===== config.mk =====
export PLATFORM = sky130hd
export DESIGN_NAME = lcd_bus_writer
export DESIGN_NICKNAME = d
export VERILOG_FILES = /design/src/rtl/lcd_bus_writer.sv
export SDC_FILE = /design/constraint.sdc
export NUM_CORES = 1
export LEC_CHECK = 0
export ABC_CLOCK_PERIOD_IN_PS = 2600
export CAP_MARGIN = 10
export CORE_MARGIN = 2
export CORE_UTILIZATION = 30
export DETAILED_ROUTE_END_ITERATION = 12
export GPL_TIMING_DRIVEN = 0
export REMOVE_ABC_BUFFERS = 1
export SYNTH_ARGS = -nofsm -noshare
export SYNTH_HDL_FRONTEND = slang
export SYNTH_SLANG_ARGS = --single-unit
export TNS_END_PERCENT = 20

===== constraint.sdc =====
create_clock -name i_clock -period 2.6 [get_ports i_clock]
set_input_delay 0.26 -clock i_clock [delete_from_list [all_inputs] [get_ports i_clock]]
set_output_delay 0.26 -clock i_clock [all_outputs]
set_load 0.005 [all_outputs]

===== src/rtl/lcd_bus_writer.sv =====
// lcd_bus_writer: pops 33-bit pixel/command words from a FIFO and drives an 8080-style LCD write bus.
// Define LCD_WRITER_SWAP_EN to send the low pixel (data[15:0]) of each pixel word first.
module lcd_bus_writer #(
  parameter int WR_LOW_CYCLES  = 2,
  parameter int WR_HIGH_CYCLES = 2
) (
  input  logic        i_clock,
  input  logic        i_nReset,
  input  logic [32:0] i_fifoData,
  input  logic        i_fifoEmpty,
  output logic        o_fifoRead,
  output logic [15:0] o_lcdData,
  output logic        o_lcdDc,
  output logic        o_lcdWrN,
  output logic        o_lcdCsN,
  output logic        o_busy
);

  typedef enum logic [2:0] {IDLE, FETCH, LOAD, WR_LOW, WR_HIGH} state_e;

  localparam logic [3:0] LOW_LOAD  = 4'(WR_LOW_CYCLES - 1);
  localparam logic [3:0] HIGH_LOAD = 4'(WR_HIGH_CYCLES - 1);

  state_e      state_q, state_d;
  logic [3:0]  timer_q, timer_d;
  logic [1:0]  remain_q, remain_d;
  logic [15:0] pend_q, pend_d;
  logic        fifo_read_q, fifo_read_d;
  logic [15:0] lcd_data_q, lcd_data_d;
  logic        lcd_dc_q, lcd_dc_d;
  logic        lcd_wr_n_q, lcd_wr_n_d;
  logic        lcd_cs_n_q, lcd_cs_n_d;
  logic [15:0] first_half, second_half;

`ifdef LCD_WRITER_SWAP_EN
  assign first_half  = i_fifoData[15:0];
  assign second_half = i_fifoData[31:16];
`else
  assign first_half  = i_fifoData[31:16];
  assign second_half = i_fifoData[15:0];
`endif

  always_comb begin
    state_d     = state_q;
    timer_d     = timer_q;
    remain_d    = remain_q;
    pend_d      = pend_q;
    fifo_read_d = 1'b0;
    lcd_data_d  = lcd_data_q;
    lcd_dc_d    = lcd_dc_q;
    lcd_wr_n_d  = lcd_wr_n_q;
    lcd_cs_n_d  = lcd_cs_n_q;
    case (state_q)
      IDLE: begin
        lcd_cs_n_d = 1'b1;
        lcd_wr_n_d = 1'b1;
        if (!i_fifoEmpty) begin
          fifo_read_d = 1'b1;
          lcd_cs_n_d  = 1'b0;
          state_d     = FETCH;
        end
      end
      FETCH: state_d = LOAD;
      LOAD: begin
        // Only the second half needs keeping; the first goes straight onto the bus.
        pend_d = second_half;
        if (i_fifoData[32]) begin
          lcd_data_d = {8'h00, i_fifoData[7:0]};
          lcd_dc_d   = 1'b0;
          remain_d   = 2'd1;
        end else begin
          lcd_data_d = first_half;
          lcd_dc_d   = 1'b1;
          remain_d   = 2'd2;
        end
        lcd_wr_n_d = 1'b0;
        timer_d    = LOW_LOAD;
        state_d    = WR_LOW;
      end
      WR_LOW: begin
        if (timer_q == 4'd0) begin
          lcd_wr_n_d = 1'b1;
          timer_d    = HIGH_LOAD;
          state_d    = WR_HIGH;
        end else begin
          timer_d = timer_q - 4'd1;
        end
      end
      WR_HIGH: begin
        if (timer_q == 4'd0) begin
          remain_d = remain_q - 2'd1;
          if (remain_q != 2'd1) begin
            lcd_data_d = pend_q;
            lcd_wr_n_d = 1'b0;
            timer_d    = LOW_LOAD;
            state_d    = WR_LOW;
          end else if (!i_fifoEmpty) begin
            // Chain straight into the next word with CSn held low.
            fifo_read_d = 1'b1;
            state_d     = FETCH;
          end else begin
            lcd_cs_n_d = 1'b1;
            state_d    = IDLE;
          end
        end else begin
          timer_d = timer_q - 4'd1;
        end
      end
      default: state_d = IDLE;
    endcase
  end

  always_ff @(posedge i_clock or negedge i_nReset) begin
    if (!i_nReset) begin
      state_q     <= IDLE;
      timer_q     <= 4'd0;
      remain_q    <= 2'd0;
      fifo_read_q <= 1'b0;
      lcd_data_q  <= 16'h0000;
      lcd_dc_q    <= 1'b1;
      lcd_wr_n_q  <= 1'b1;
      lcd_cs_n_q  <= 1'b1;
    end else begin
      state_q     <= state_d;
      timer_q     <= timer_d;
      remain_q    <= remain_d;
      fifo_read_q <= fifo_read_d;
      lcd_data_q  <= lcd_data_d;
      lcd_dc_q    <= lcd_dc_d;
      lcd_wr_n_q  <= lcd_wr_n_d;
      lcd_cs_n_q  <= lcd_cs_n_d;
    end
  end

  always_ff @(posedge i_clock) begin
    pend_q <= pend_d;
  end

  assign o_fifoRead = fifo_read_q;
  assign o_lcdData  = lcd_data_q;
  assign o_lcdDc    = lcd_dc_q;
  assign o_lcdWrN   = lcd_wr_n_q;
  assign o_lcdCsN   = lcd_cs_n_q;
  assign o_busy     = (state_q != IDLE);

endmodule


# == After elaboration in Yosys (flattened, before gate mapping) ==
# Index checks and enable logic that the tools add are counted.
# classes
n_mux,31
n_reduce_logical,13
n_addsub,2
eq_ne,12
# op_table
op,n
$mux W16,3
$pmux W16 S2,1
$pmux W3 S5,1
$mux W1,12
$mux W4,3
$ne A2 B2 Y1 const B,6
$pmux W4 S3,1
$mux W3,3
$reduce_and A4 Y1,2
$eq A3 B2 Y1 const B,2
$mux W2,3
$reduce_and A3 Y1,2
$reduce_bool A3 Y1,2
$logic_not A4 Y1,1
$pmux W1 S2,2
$pmux W1 S4,1
$pmux W2 S2,1
$reduce_and A2 Y1,2
$reduce_bool A2 Y1,2
$reduce_bool A4 Y1,1
$sub A4 B1 Y4 const B,1
$eq A3 B1 Y1 const B,1
$eq A3 B3 Y1 const B,1
$logic_not A3 Y1,1
3 further kinds,3
# word_totals
elab_cells,67
register_bits,45
input_bits,36

# == Logic depth before layout (Yosys ltp) ==
# Gate-level depths: netlist (run 1).
# logic_depth
ltp_word,4
mapped_depth,7
depth_no_buf,5

# == Worst setup path before layout (run 1) ==
# No wires, ideal clock.
# synth_path
path_type,register to register
start,reg timer_q[0]
end,reg lcd_data_q[10] (netlist: o_lcdData[10])
setup_time_ns,0.123
stages_incl_launch_ff,8
arrival_ns,1.790
n_path_buf,2
setup_slack_ns,0.687
cell_sequence,dfrtp_1 > inv_1 > ha_1 > or4b_4 > nand2b_4 > buf_6 > buf_8 > o221a_1
# synth_between
elab_chain_len,3
# synth_rtl
element,line,text
from (decl),25,"logic [3:0] timer_q, timer_d;"
from (signal assigned),125,timer_q <= timer_d;
$logic_not A4 Y1,90,if (timer_q == 4'd0) begin
$ne A2 B2 Y1 (no line),-,
$reduce_and A3 Y1 (no line),-,
to (signal assigned),128,lcd_data_q <= lcd_data_d;
to (decl),29,"logic [15:0] lcd_data_q, lcd_data_d;"
# No other way between the ends.
# A chain may end at the register's enable or synchronous reset.

# == Final worst setup path (run 1) ==
# layout_path
start,reg state_q[1]
end,reg remain_q[0]
# layout_between
elab_chain_len,3
# layout_rtl
element,line,text
from (decl),24,"state_e state_q, state_d;"
from (signal assigned),124,state_q <= state_d;
$eq A3 B3 Y1 or $eq A3 B2 Y1 (tied branches),53,case (state_q)
$ne A2 B2 Y1 (no line) or $reduce_bool A2 Y1 (tied branches),-,
$reduce_and A2 Y1 (no line),-,
to (signal assigned),126,remain_q <= remain_d;
to (decl),26,"logic [1:0] remain_q, remain_d;"
# Parallel ways exist; a longest one is shown, timed or not.

==> metrics.md, run 1 <==
| Metric | Value |
|---|---|
| Status | finished, violations left |
| Failing checks | hold timing |
| Total wire length | 4800 µm |
| # placed instances | 317 |
| Global-route wire length before repair | 7490 µm |
| Comb power frac | between 40% and 50% |
| Syn Area/Cell | approximately 12 µm² |
| Max_cap viols | 0 |
| Via count | 1,564 |
| Wire length per cell | 14.8 µm |
| Initial Util | between 30% and 40% |
| Placed wire-length estimate | just over 3000 µm |
| DIE HEIGHT | 89.0 µm |
| Largest net degree at the start of global routing | 37 |
| Startpoint types | flop |
| Root Buffer Master | clkbuf_8 |
| Width of the die | about 90 µm |
| Die area | 7930 µm² |
| Syn. warnings | 0 |
| Pins Over Slew Limit | 0 |
| H-tree levels | 2 |
| Final min period | 2.21 ns |
| Yosys cell types | 47 |
| Hold Path Class | primary input to async pin |
| Antenna viol nets, final | 0 |
| Vias per cell | 4.81 |
| Initial antenna violation count | 0 |
| Static leakage | approximately 1.1 nW |
| Endpoints failing setup | 0 |
| Share of power burned in registers | between 40% and 50% |
| Sequential share of the synthesized area | around 56% |
| Postcts setup bufs | 0 |
| GRT Total Usage | around an eighth |
| Max Fanout on Critical Path | 36 |
| Post-synth EDFFs | 16 |
| Rows | 31 |
| First-pass iteration count of the detailed router | 4 |
| R2R depth | 4 |
| Clock Sinks | 45 |
| Reg clk slew, reported paths | 0.09 ns |
| Antenna cell count | 0 |
| DRT iter0 DRCs | 96 |
| Clock latency on the worst-skew pair | 0.30 ns |
| Post-Synthesis Cells | roughly 170 |
| Area delta synth->final | 31.9% |
| Unrepaired setup endpoints after global routing | false |
| Gpl congestion | ~0.78 |
| Synth Flop Type | dfrtp_1 |
| Worst-path cell chain | or3b_1, inv_2, mux2i_1, o221a_2 |
| Number of I/O pins | 57 |
| IO buf count | 56 |
| Ys async rst share | approximately 64% |
| Setup TNS | 0 ns |
| Worst EP required | ~2.8 ns |
| Clock network power share | 17.1% |
| Fill cells | between 700 and 800 |
| Net Sw Frac | 33.4% |
| Kind of critical path | flop to flop |
| Final Instance Count excl. Fillers | ~330 |
| Clk buf depth | 2 |
| Footprint of the multi-input gates | approximately 800 µm² |
| Storage cell area | 1210 µm² |
| Sw power | between 1 and 1.5 mW |
| TritonCTS clock tree | built |
| Fin crit share | 84.8% |
| Cts bufs inserted | 5 |
| R2R Setup Slk | ~0.39 ns |
| Vias in the first global route | about 1,500 |
| Int Power | roughly 2.1 mW |
| CP max stage delay | 0.61 ns |
| Drt drc | 0 |
| Fraction of layout cells with a size suffix above 1 | between 10 and 15% |
| Congestion Overflow GR | 0 |
| Slowest CP cell | dfrtp_1 |
| PwrDens | about 1100 nW/µm² |
| Final Skew | about 0.0088 ns |
| Max Clk Rate | 0.453 GHz |
| Critical path arrival | between 2 and 2.5 ns |
| CTS Hold Bufs | 0 |
| Synthesized flop and latch total | 45 |
| Post-CTS sizing | 0 |
| Relative slew slack | 35.7% |
| Worst-Margin Slew | slightly below 1 ns |
| Setup crit end kind | flop |
| Final Hold Fails | 18 |
| Min Hold Slack | -0.00901 ns |
| Final nets | ~260 |
| CORE AREA | between 7000 and 8000 µm² |
| Max rail drop VDD | roughly 0.46 mV |
| Post-synthesis cell area | between 2000 and 2500 µm² |
-- state kept, by name (all words and copies together) (netlist names) --
name	count
timer_q	4
o_lcdWrN	1
o_lcdCsN	1
pend_q	16
o_lcdData	16
remain_q	2
o_fifoRead	1
state_q	3
o_lcdDc	1
-- cell type report --
cell class / count / area share [%]
Clock buffer: 6 / 2.53
Clock inverter: 2 / 1.35
Inverter: 16 / 2.10
Multi-Input combinational cell: 101 / 28.0
Sequential cell: 45 / 42.3
Tap cell: 99 / 4.33
Timing Repair Buffer: 56 / 19.4
-- cell usage after synthesis, types with 2 or more instances --
cell type / n / share of area [%]
a21oi_1: 3 / 0.69
ha_1: 3 / 1.7
nor3_1: 3 / 0.69
nand3_1: 5 / 1.2
o221a_2: 7 / 3.6
dfstp_2: 3 / 3.6
mux2i_1: 9 / 4.2
nor2b_1: 2 / 0.58
edfxtp_1: 16 / 22
nand2b_1: 2 / 0.58
buf_4: 3 / 1.0
a211oi_1: 4 / 1.4
clkbuf_1: 2 / 0.35
nand2_1: 12 / 2.1
inv_1: 15 / 2.6
buf_2: 2 / 0.46
o221a_1: 10 / 5.2
o221ai_1: 2 / 0.81
buf_6: 3 / 1.6
o2bb2ai_1: 2 / 0.81
or3b_1: 2 / 0.81
o41ai_1: 2 / 0.81
o21ai_0: 13 / 3.0
dfrtp_1: 26 / 30
-- path summary, 6_finish.rpt --
path | startpoint | endpoint
setup / recovery | state_q[1]$_DFFE_PN0P_ | remain_q[0]$_DFFE_PN0P_
hold reg to reg | o_lcdCsN$_DFFE_PN1P_ | o_lcdCsN$_DFFE_PN1P_
min in group i_clock | o_lcdCsN$_DFFE_PN1P_ | o_lcdCsN$_DFFE_PN1P_
max in group asynchronous | i_nReset | timer_q[1]$_DFFE_PN0P_
hold / removal | i_nReset | o_lcdData[13]$_DFFE_PN0P_
setup reg to reg | state_q[1]$_DFFE_PN0P_ | remain_q[0]$_DFFE_PN0P_
-- metal layers --
layer  up-vias  GRT usage, %  wire length [µm]
li1        767             -                 -
met1       748          15.7              2280
met2        44          20.6              2220
met3         5          2.95               254
met4         0          4.34                39
met5         -             0                 0
-- power by group through the flow --
stage | registers (mW) | logic [mW] | clock network, mW
final | 1.32 | 1.31 | 0.542
after global routing | 1.36 | 1.45 | 0.577
after CTS | 1.32 | 1.33 | 0.551
after detailed placement | 1.33 | 1.33 | 0
after global placement | 1.32 | 1.30 | 0
after floorplan | 1.29 | 0.762 | 0
-- per-stage QoR --
step	util (%)	hold slack (ns)	instance area (µm²)	setup WS [ns]	total power, mW
after floorplan	-	-0.0356	2070	0.736	2.05
after global placement	38.6	0.471	2760	0.407	2.62
after detailed placement	38.6	0.343	2750	0.375	2.66
after CTS	40.1	0.0104	2860	0.352	3.20
after global routing	40.1	0.0429	2860	0.243	3.38
final	40.1	-0.00901	2860	0.394	3.17
-- critical path, delay by kind of cell, from the launching register on --
kind / cells / cell delay, ns
flops: 1 / 0.61
simple gates: 1 / 0.52
buf+inv: 1 / 0.52
compound gates: 1 / 0.29
mux: 1 / 0.16
-- kinds of logic (layout without fill, tap and decap cells) --
kind of cell	Yosys count	count (layout)	synth area share (%)
compound gates	52	52	20.2
flops	45	45	55.8
mux	9	9	4.15
fa+ha+maj	3	3	1.73
buf+inv	28	80	7.27
simple gates	37	37	10.9
-- layout by cell type, fill, tap and decap left out, types with 2 or more instances in the layout --
cell type | Yosys | layout
o41ai_1 | 2 | 2
nand2b_1 | 2 | 2
o21ai_0 | 13 | 13
nand2_1 | 12 | 12
nand3_1 | 5 | 5
inv_1 | 15 | 15
clkbuf_8 | 0 | 5
o221a_1 | 10 | 10
o221a_2 | 7 | 7
a211oi_1 | 4 | 4
edfxtp_1 | 16 | 16
clkdlybuf4s50_1 | 0 | 55
o221ai_1 | 2 | 2
dfrtp_1 | 26 | 26
o2bb2ai_1 | 2 | 2
ha_1 | 3 | 3
or3b_1 | 2 | 2
a21oi_1 | 3 | 3
dfstp_2 | 3 | 3
nor2b_1 | 2 | 2
mux2i_1 | 9 | 9
nor3_1 | 3 | 3
(Power assumes the default switching activity.)
==> run 2, diff against run 1 <==
--- a/config.mk
+++ b/config.mk
@@ -5,7 +5,7 @@
 export SDC_FILE = /design/constraint.sdc
 export NUM_CORES = 1
 export LEC_CHECK = 0
-export ABC_CLOCK_PERIOD_IN_PS = 2600
+export ABC_CLOCK_PERIOD_IN_PS = 2100
 export CAP_MARGIN = 10
 export CORE_MARGIN = 2
 export CORE_UTILIZATION = 30
==> constraint.sdc (replaced) <==
create_clock -name i_clock -period 2.1 [get_ports i_clock]
set_input_delay 0.21 -clock i_clock [delete_from_list [all_inputs] [get_ports i_clock]]
set_output_delay 0.21 -clock i_clock [all_outputs]
set_load 0.005 [all_outputs]
==> run 2 against run 1 <==
- the flow now finishes without violations
- maximum frequency rose by 12%
- critical path depth stayed put
- first-iteration DRC count up 10%
- power up 25%
- non-clock buffer count up 2
- highest routed layer unchanged
- setup slack got worse by 0.27 ns
- sequential share of layout area fell by 0.51 points
- combinational power increased by 28%
- sequential power is 23% higher
==> metrics.md, run 2 (synthesized netlist as in run 1, its figures left out) <==
| Metric | Value |
|---|---|
| Final Hold Fails | 0 (-18) |
| PwrDens | 1370 nW/µm² (+24%) |
| Fraction of layout cells with a size suffix above 1 | 12.7% (+0.33 points) |
| Via count | 1,565 (+0.064%) |
| Worst EP required | 2.30 ns (-0.49 ns) |
| Cts bufs inserted | 5 (unchanged) |
| Final Instance Count excl. Fillers | 327 (+0.62%) |
| Final Power | 3.97 mW (+25%) |
| H-tree levels | 2 (unchanged) |
| Wire length per cell | 14.7 µm (-0.59%) |
| Pre-CTS WS | -0.125 ns (-0.500 ns) |
| Width of the die | 89.0 µm (unchanged) |
| R2R Setup Slk | 0.13 ns (-0.27 ns) |
| Fin crit share | 93.9% (+9.1 points) |
| IO buf count | 56 (unchanged) |
| Max rail drop VDD | 0.529 mV (+16%) |
| TritonCTS clock tree | built |
| Reg clk slew, reported paths | 0.09 ns (about the same) |
| Setup WS post-layout | 0.128 ns (-0.267 ns) |
| Max Fanout on Critical Path | 17 (-53%) |
| Fin util | 40.6% (+0.49 points) |
| First-pass iteration count of the detailed router | 4 (unchanged) |
| Final min period | 1.97 ns (-0.233 ns) |
| Die area | 7930 µm² (unchanged) |
| Max_cap viols | 0 (unchanged) |
| Worst-path cell chain | ha_1, or4b_4, nand2b_4, o221a_2 |
| Root Buffer Master | clkbuf_8 |
| Clock latency on the worst-skew pair | 0.30 ns (about the same) |
| CP max stage delay | 0.54 ns (-0.07 ns) |
| Global-route wire length before repair | 7540 µm (+0.64%) |
| Final Skew | 0.00849 ns (-0.000289 ns) |
| Endpoints failing setup | 0 (unchanged) |
| Pins Over Slew Limit | 0 (unchanged) |
| Status | complete, no violations |
| Slowest CP cell | or4b_4 |
| Clock Sinks | 45 (unchanged) |
| Setup crit end kind | flop |
| DRT iter0 DRCs | 106 (+10%) |
| Unrepaired setup endpoints after global routing | false |
| GRT Total Usage | 12.4% (+0.058 points) |
| CORE AREA | 7140 µm² (unchanged) |
| Largest net degree at the start of global routing | 37 (unchanged) |
| Initial antenna violation count | 0 (unchanged) |
| # placed instances | 317 (unchanged) |
| Antenna cell count | 0 (unchanged) |
| Drt drc | 0 (unchanged) |
| Min Hold Slack | 0.457 ns (+0.466 ns) |
| DIE HEIGHT | 89.0 µm (unchanged) |
| Total wire length | 4800 µm (about the same) |
| Gpl congestion | 0.779 (unchanged) |
| Max Clk Rate | 0.507 GHz (+12%) |
| Vias in the first global route | 1,515 (+1.1%) |
| Startpoint types | flop |
| Hold Path Class | primary input to flop |
| Final nets | 266 (+0.76%) |
| Initial Util | 30.4% (unchanged) |
| Critical path arrival | 2.17 ns (-0.23 ns) |
| Clk buf depth | 2 (unchanged) |
| Rows | 31 (unchanged) |
| Area delta synth->final | 33.6% |
| Kind of critical path | flop to flop |
| Static leakage | 1.11 nW (+1.1%) |
| Placed wire-length estimate | 3120 µm (unchanged) |
| Worst-Margin Slew | 0.959 ns (-0.00215 ns) |
| Congestion Overflow GR | 0 (unchanged) |
| Most frequent cells in the layout | clkdlybuf4s50_1, dfrtp_1, edfxtp_1 |
| Antenna viol nets, final | 0 (unchanged) |
| Number of I/O pins | 57 (unchanged) |
| Relative slew slack | 35.9% (+0.14 points) |
| Most common cell after layout, fill and taps aside | clkdlybuf4s50_1 |
| Vias per cell | 4.79 (-0.55%) |
## run 2: cell types whose count changed in the layout (fill, tap and decap cells not counted), sizes merged
cell / delta
buf: +1
dlygate4sd3: +1
## run 2: metal layers
metal | track usage, % | vias to the layer above | part of all wire (%)
met5 | 0 | - | 0
met4 | 4.34 | 0 | 1.1
met3 | 2.95 | 7 | 5.5
met2 | 20.8 | 38 | 46
met1 | 15.7 | 748 | 48
li1 | - | 772 | -
## run 2: repair_timing
action / 4_1_cts / 5_1_grt
pin swaps: 1 / 1
endpoints found under the hold margin: 26 / 0
endpoints found under the setup margin: 10 / 17
buffers inserted: 0 / 1
hold buffers: 1 / 0
resized for setup: 1 / 1
## run 2: metrics by stage
stage	setup TNS (ns)	area (µm²)
after floorplan	0	2070
after global placement	-0.102	2760
after detailed placement	-0.263	2750
after CTS	0	2880
after global routing	0	2900
final	0	2900
## run 2: final cells by class
cell class	instances	area, µm²
inverters	16	65.1
well taps	99	124
clock buffers	6	72.6
clock inverters	2	38.8
fillers	713	4240
multi-input cells	101	802
repair buffers	58	586
flip-flops and latches	45	1210
## run 2: path summary, 6_finish.rpt
| check | start | endpoint | depth (start not counted) |
|---|---|---|---|
| max | remain_q[0]$_DFFE_PN0P_ | o_lcdData[1]$_DFFE_PN0P_ | 4 |
| min | i_fifoData[15] | pend_q[15]$_DFFE_PP_ | 1 |
| max reg2reg | remain_q[0]$_DFFE_PN0P_ | o_lcdData[1]$_DFFE_PN0P_ | 4 |
| min reg2reg | o_lcdCsN$_DFFE_PN1P_ | o_lcdCsN$_DFFE_PN1P_ | 1 |
| max in group asynchronous | i_nReset | timer_q[1]$_DFFE_PN0P_ | 2 |
| min in group asynchronous | i_nReset | o_lcdData[13]$_DFFE_PN0P_ | 2 |
## run 2: power breakdown
part           internal, mW  switching [mW]  total (mW)  leakage, nW
sequential             1.34           0.286        1.63        0.485
combinational         0.956           0.723        1.68        0.570
clock                 0.358           0.311       0.668       0.0554
## run 2: worst max-delay path, delay by kind of cell (launching register included)
family          cells  cell delay [ns]
simple gates        2             0.81
flops               1             0.42
compound gates      1             0.32
fa+ha+maj           1             0.31
==> run 3, diff against run 2 <==
--- a/config.mk
+++ b/config.mk
@@ -7,10 +7,10 @@
 export LEC_CHECK = 0
 export ABC_CLOCK_PERIOD_IN_PS = 2100
 export CAP_MARGIN = 10
-export CORE_MARGIN = 2
-export CORE_UTILIZATION = 30
+export CORE_UTILIZATION = 48
 export DETAILED_ROUTE_END_ITERATION = 12
 export GPL_TIMING_DRIVEN = 0
+export PLACE_DENSITY = 0.79
 export REMOVE_ABC_BUFFERS = 1
 export SYNTH_ARGS = -nofsm -noshare
 export SYNTH_HDL_FRONTEND = slang
==> run 3 against run 2 <==
- clock power down 12%
- register-to-register slack about the same
- via count up 1.9%
- final area decreased by 1.7%
- maximum frequency decreased by 0.41%
- global-route usage increased by 8.6 points
- power decreased by 0.88%
- critical endpoint unchanged
==> metrics.md, run 3 (synthesized netlist as in run 1, its figures left out) <==
| Metric | Value |
|---|---|
| Final Hold Fails | 0 (unchanged) |
| Pins Over Slew Limit | 0 (unchanged) |
| Final min period | 1.98 ns (+0.00812 ns) |
| Static leakage | 1.11 nW (about the same) |
| Endpoints failing setup | 0 (unchanged) |
| Footprint of the multi-input gates | 805 µm² (+0.31%) |
| Area delta synth->final | 31.3% |
| Wire length per cell | 16.6 µm (+13%) |
| Critical path arrival | 2.18 ns (about the same) |
| Max rail drop VDD | 0.659 mV (+24%) |
| Kind of critical path | flop to flop |
| DRT iter0 DRCs | 115 (+8.5%) |
| Most frequent cells in the layout | clkdlybuf4s50_1, dfrtp_1, edfxtp_1 |
| Worst EP required | 2.30 ns (about the same) |
| Antenna viol nets, final | 0 (unchanged) |
| Antenna cell count | 0 (unchanged) |
| Width of the die | 69.2 µm (-22%) |
| Fraction of layout cells with a size suffix above 1 | 13.6% (+0.88 points) |
| Fill cells | 329 (-54%) |
| Clock Sinks | 45 (unchanged) |
| Fin crit share | 94.3% (+0.39 points) |
| Rows | 24 (-23%) |
| Final nets | 266 (unchanged) |
| H-tree levels | 2 (unchanged) |
| Congestion Overflow GR | 0 (unchanged) |
| Relative slew slack | 42.3% (+6.4 points) |
| Min Hold Slack | 0.334 ns (-0.123 ns) |
| IO buf count | 56 (unchanged) |
| GRT Total Usage | 21.0% (+8.6 points) |
| Placed wire-length estimate | 3090 µm (-0.99%) |
| CTS Hold Bufs | 0 (-1) |
| Hold Path Class | primary input to async pin |
| Max_cap viols | 0 (unchanged) |
| Final Power | 3.94 mW (-0.88%) |
| DIE HEIGHT | 69.2 µm (-22%) |
| Worst-Margin Slew | 0.863 ns (-0.0963 ns) |
| Slowest CP cell | or4b_4 |
| Unrepaired setup endpoints after global routing | false |
| Max Clk Rate | 0.505 GHz (-0.41%) |
| Storage cell area | 1210 µm² (unchanged) |
| Drt drc | 0 (unchanged) |
| Setup crit end kind | flop |
| Vias in the first global route | 1,562 (+3.1%) |
| Global-route wire length before repair | 7970 µm (+5.7%) |
| PwrDens | 1380 nW/µm² (+0.81%) |
| Gpl congestion | 0.836 (+7.4%) |
| Total wire length | 4660 µm (-2.8%) |
| Worst-path cell chain | inv_1, ha_2, or4b_4, nand2b_4, o221a_2 |
| Initial antenna violation count | 0 (unchanged) |
| Clock latency on the worst-skew pair | 0.30 ns (about the same) |
| Clk buf depth | 2 (unchanged) |
| First-pass iteration count of the detailed router | 4 (unchanged) |
| TritonCTS clock tree | built |
| Reg clk slew, reported paths | 0.09 ns (about the same) |
| Via count | 1,594 (+1.9%) |
| Vias per cell | 5.69 (+19%) |
| Max Fanout on Critical Path | 17 (unchanged) |
| Most common cell after layout, fill and taps aside | clkdlybuf4s50_1 |
| Cts bufs inserted | 5 (unchanged) |
| CP max stage delay | 0.51 ns (-0.03 ns) |
| Final Skew | 0.00729 ns (-0.00121 ns) |
| Initial Util | 49.8% (+19 points) |
| Die area | 4790 µm² (-40%) |
| Startpoint types | flop |
| Number of I/O pins | 57 (unchanged) |
| Root Buffer Master | clkbuf_8 |
| Largest net degree at the start of global routing | 37 (unchanged) |
| CORE AREA | 4350 µm² (-39%) |
| Status | complete, no violations |
==> run 3: cell types whose count changed in the layout (fill, tap and decap cells not counted), sizes merged <==
| cell | change |
|---|---|
| bufinv | -1 |
| clkinv | -1 |
| clkdlybuf4s50 | +1 |
| clkinvlp | +1 |
| dlygate4sd3 | -1 |
| inv | +1 |
==> run 3: power by group <==
part | switching (mW) | total [mW] | internal (mW)
clock network | 0.319 | 0.591 | 0.271
registers | 0.288 | 1.63 | 1.34
logic | 0.752 | 1.72 | 0.967
total | 1.36 | 3.94 | 2.58
==> run 3: worst paths after layout <==
| check | startpoint | endpoint | slack (ns) | cells after the start |
|---|---|---|---|---|
| max | timer_q[0]$_DFFE_PN0P_ | o_lcdData[1]$_DFFE_PN0P_ | 0.12 | 5 |
| min | i_nReset | o_lcdData[5]$_DFFE_PN0P_ | 0.33 | 1 |
| max reg2reg | timer_q[0]$_DFFE_PN0P_ | o_lcdData[1]$_DFFE_PN0P_ | 0.12 | 5 |
| min reg2reg | o_lcdCsN$_DFFE_PN1P_ | o_lcdCsN$_DFFE_PN1P_ | 0.48 | 1 |
| max in group asynchronous | i_nReset | o_lcdDc$_DFFE_PN1P_ | 1.16 | 2 |
| min in group i_clock | i_fifoData[12] | pend_q[12]$_DFFE_PP_ | 0.45 | 1 |
==> run 3: area by class of cell <==
class,count,area share (%)
clock buffer,6,2.90
clock inverter,2,0.571
inverter,16,2.20
multi-input combinational,101,28.2
sequential,45,42.5
tap,52,2.28
timing repair buffer,58,21.3
==> run 3: metal layers <==
metal / global-route usage [%] / routed length, µm
met5: 0 / 0
met4: 6.58 / 38
met3: 4.80 / 171
met2: 32.7 / 2320
met1: 29.4 / 2130
==> run 3: timing repair <==
| item | CTS | global route |
|---|---|---|
| endpoints found under the hold margin | 0 | 0 |
| buffers inserted | 1 | 0 |
| pin swaps | 1 | 0 |
| gates resized for setup | 1 | 1 |
| setup endpoints to repair | 13 | 5 |
==> run 3: worst max-delay path: cells and delay by family, from the launching register on <==
kind / cells / cell delay, ns
compound gates: 1 / 0.32
fa+ha+maj: 1 / 0.23
flops: 1 / 0.43
simple gates: 2 / 0.77
buf+inv: 1 / 0.12
==> run 3: per-stage QoR <==
| step | setup WS [ns] | util, % | instance area, µm² | setup TNS (ns) | instances |
|---|---|---|---|---|---|
| final | 0.119 | 65.4 | 2850 | 0 | 280 |
| after global routing | 0.0000455 | 65.4 | 2850 | 0 | 280 |
| after CTS | 0.0937 | 65.4 | 2850 | 0 | 280 |
| after detailed placement | -0.0552 | 62.6 | 2730 | -0.0552 | 271 |
| after global placement | -0.0293 | 62.0 | 2700 | -0.0293 | 270 |
| after floorplan | 0.236 | - | 2070 | 0 | 162 |
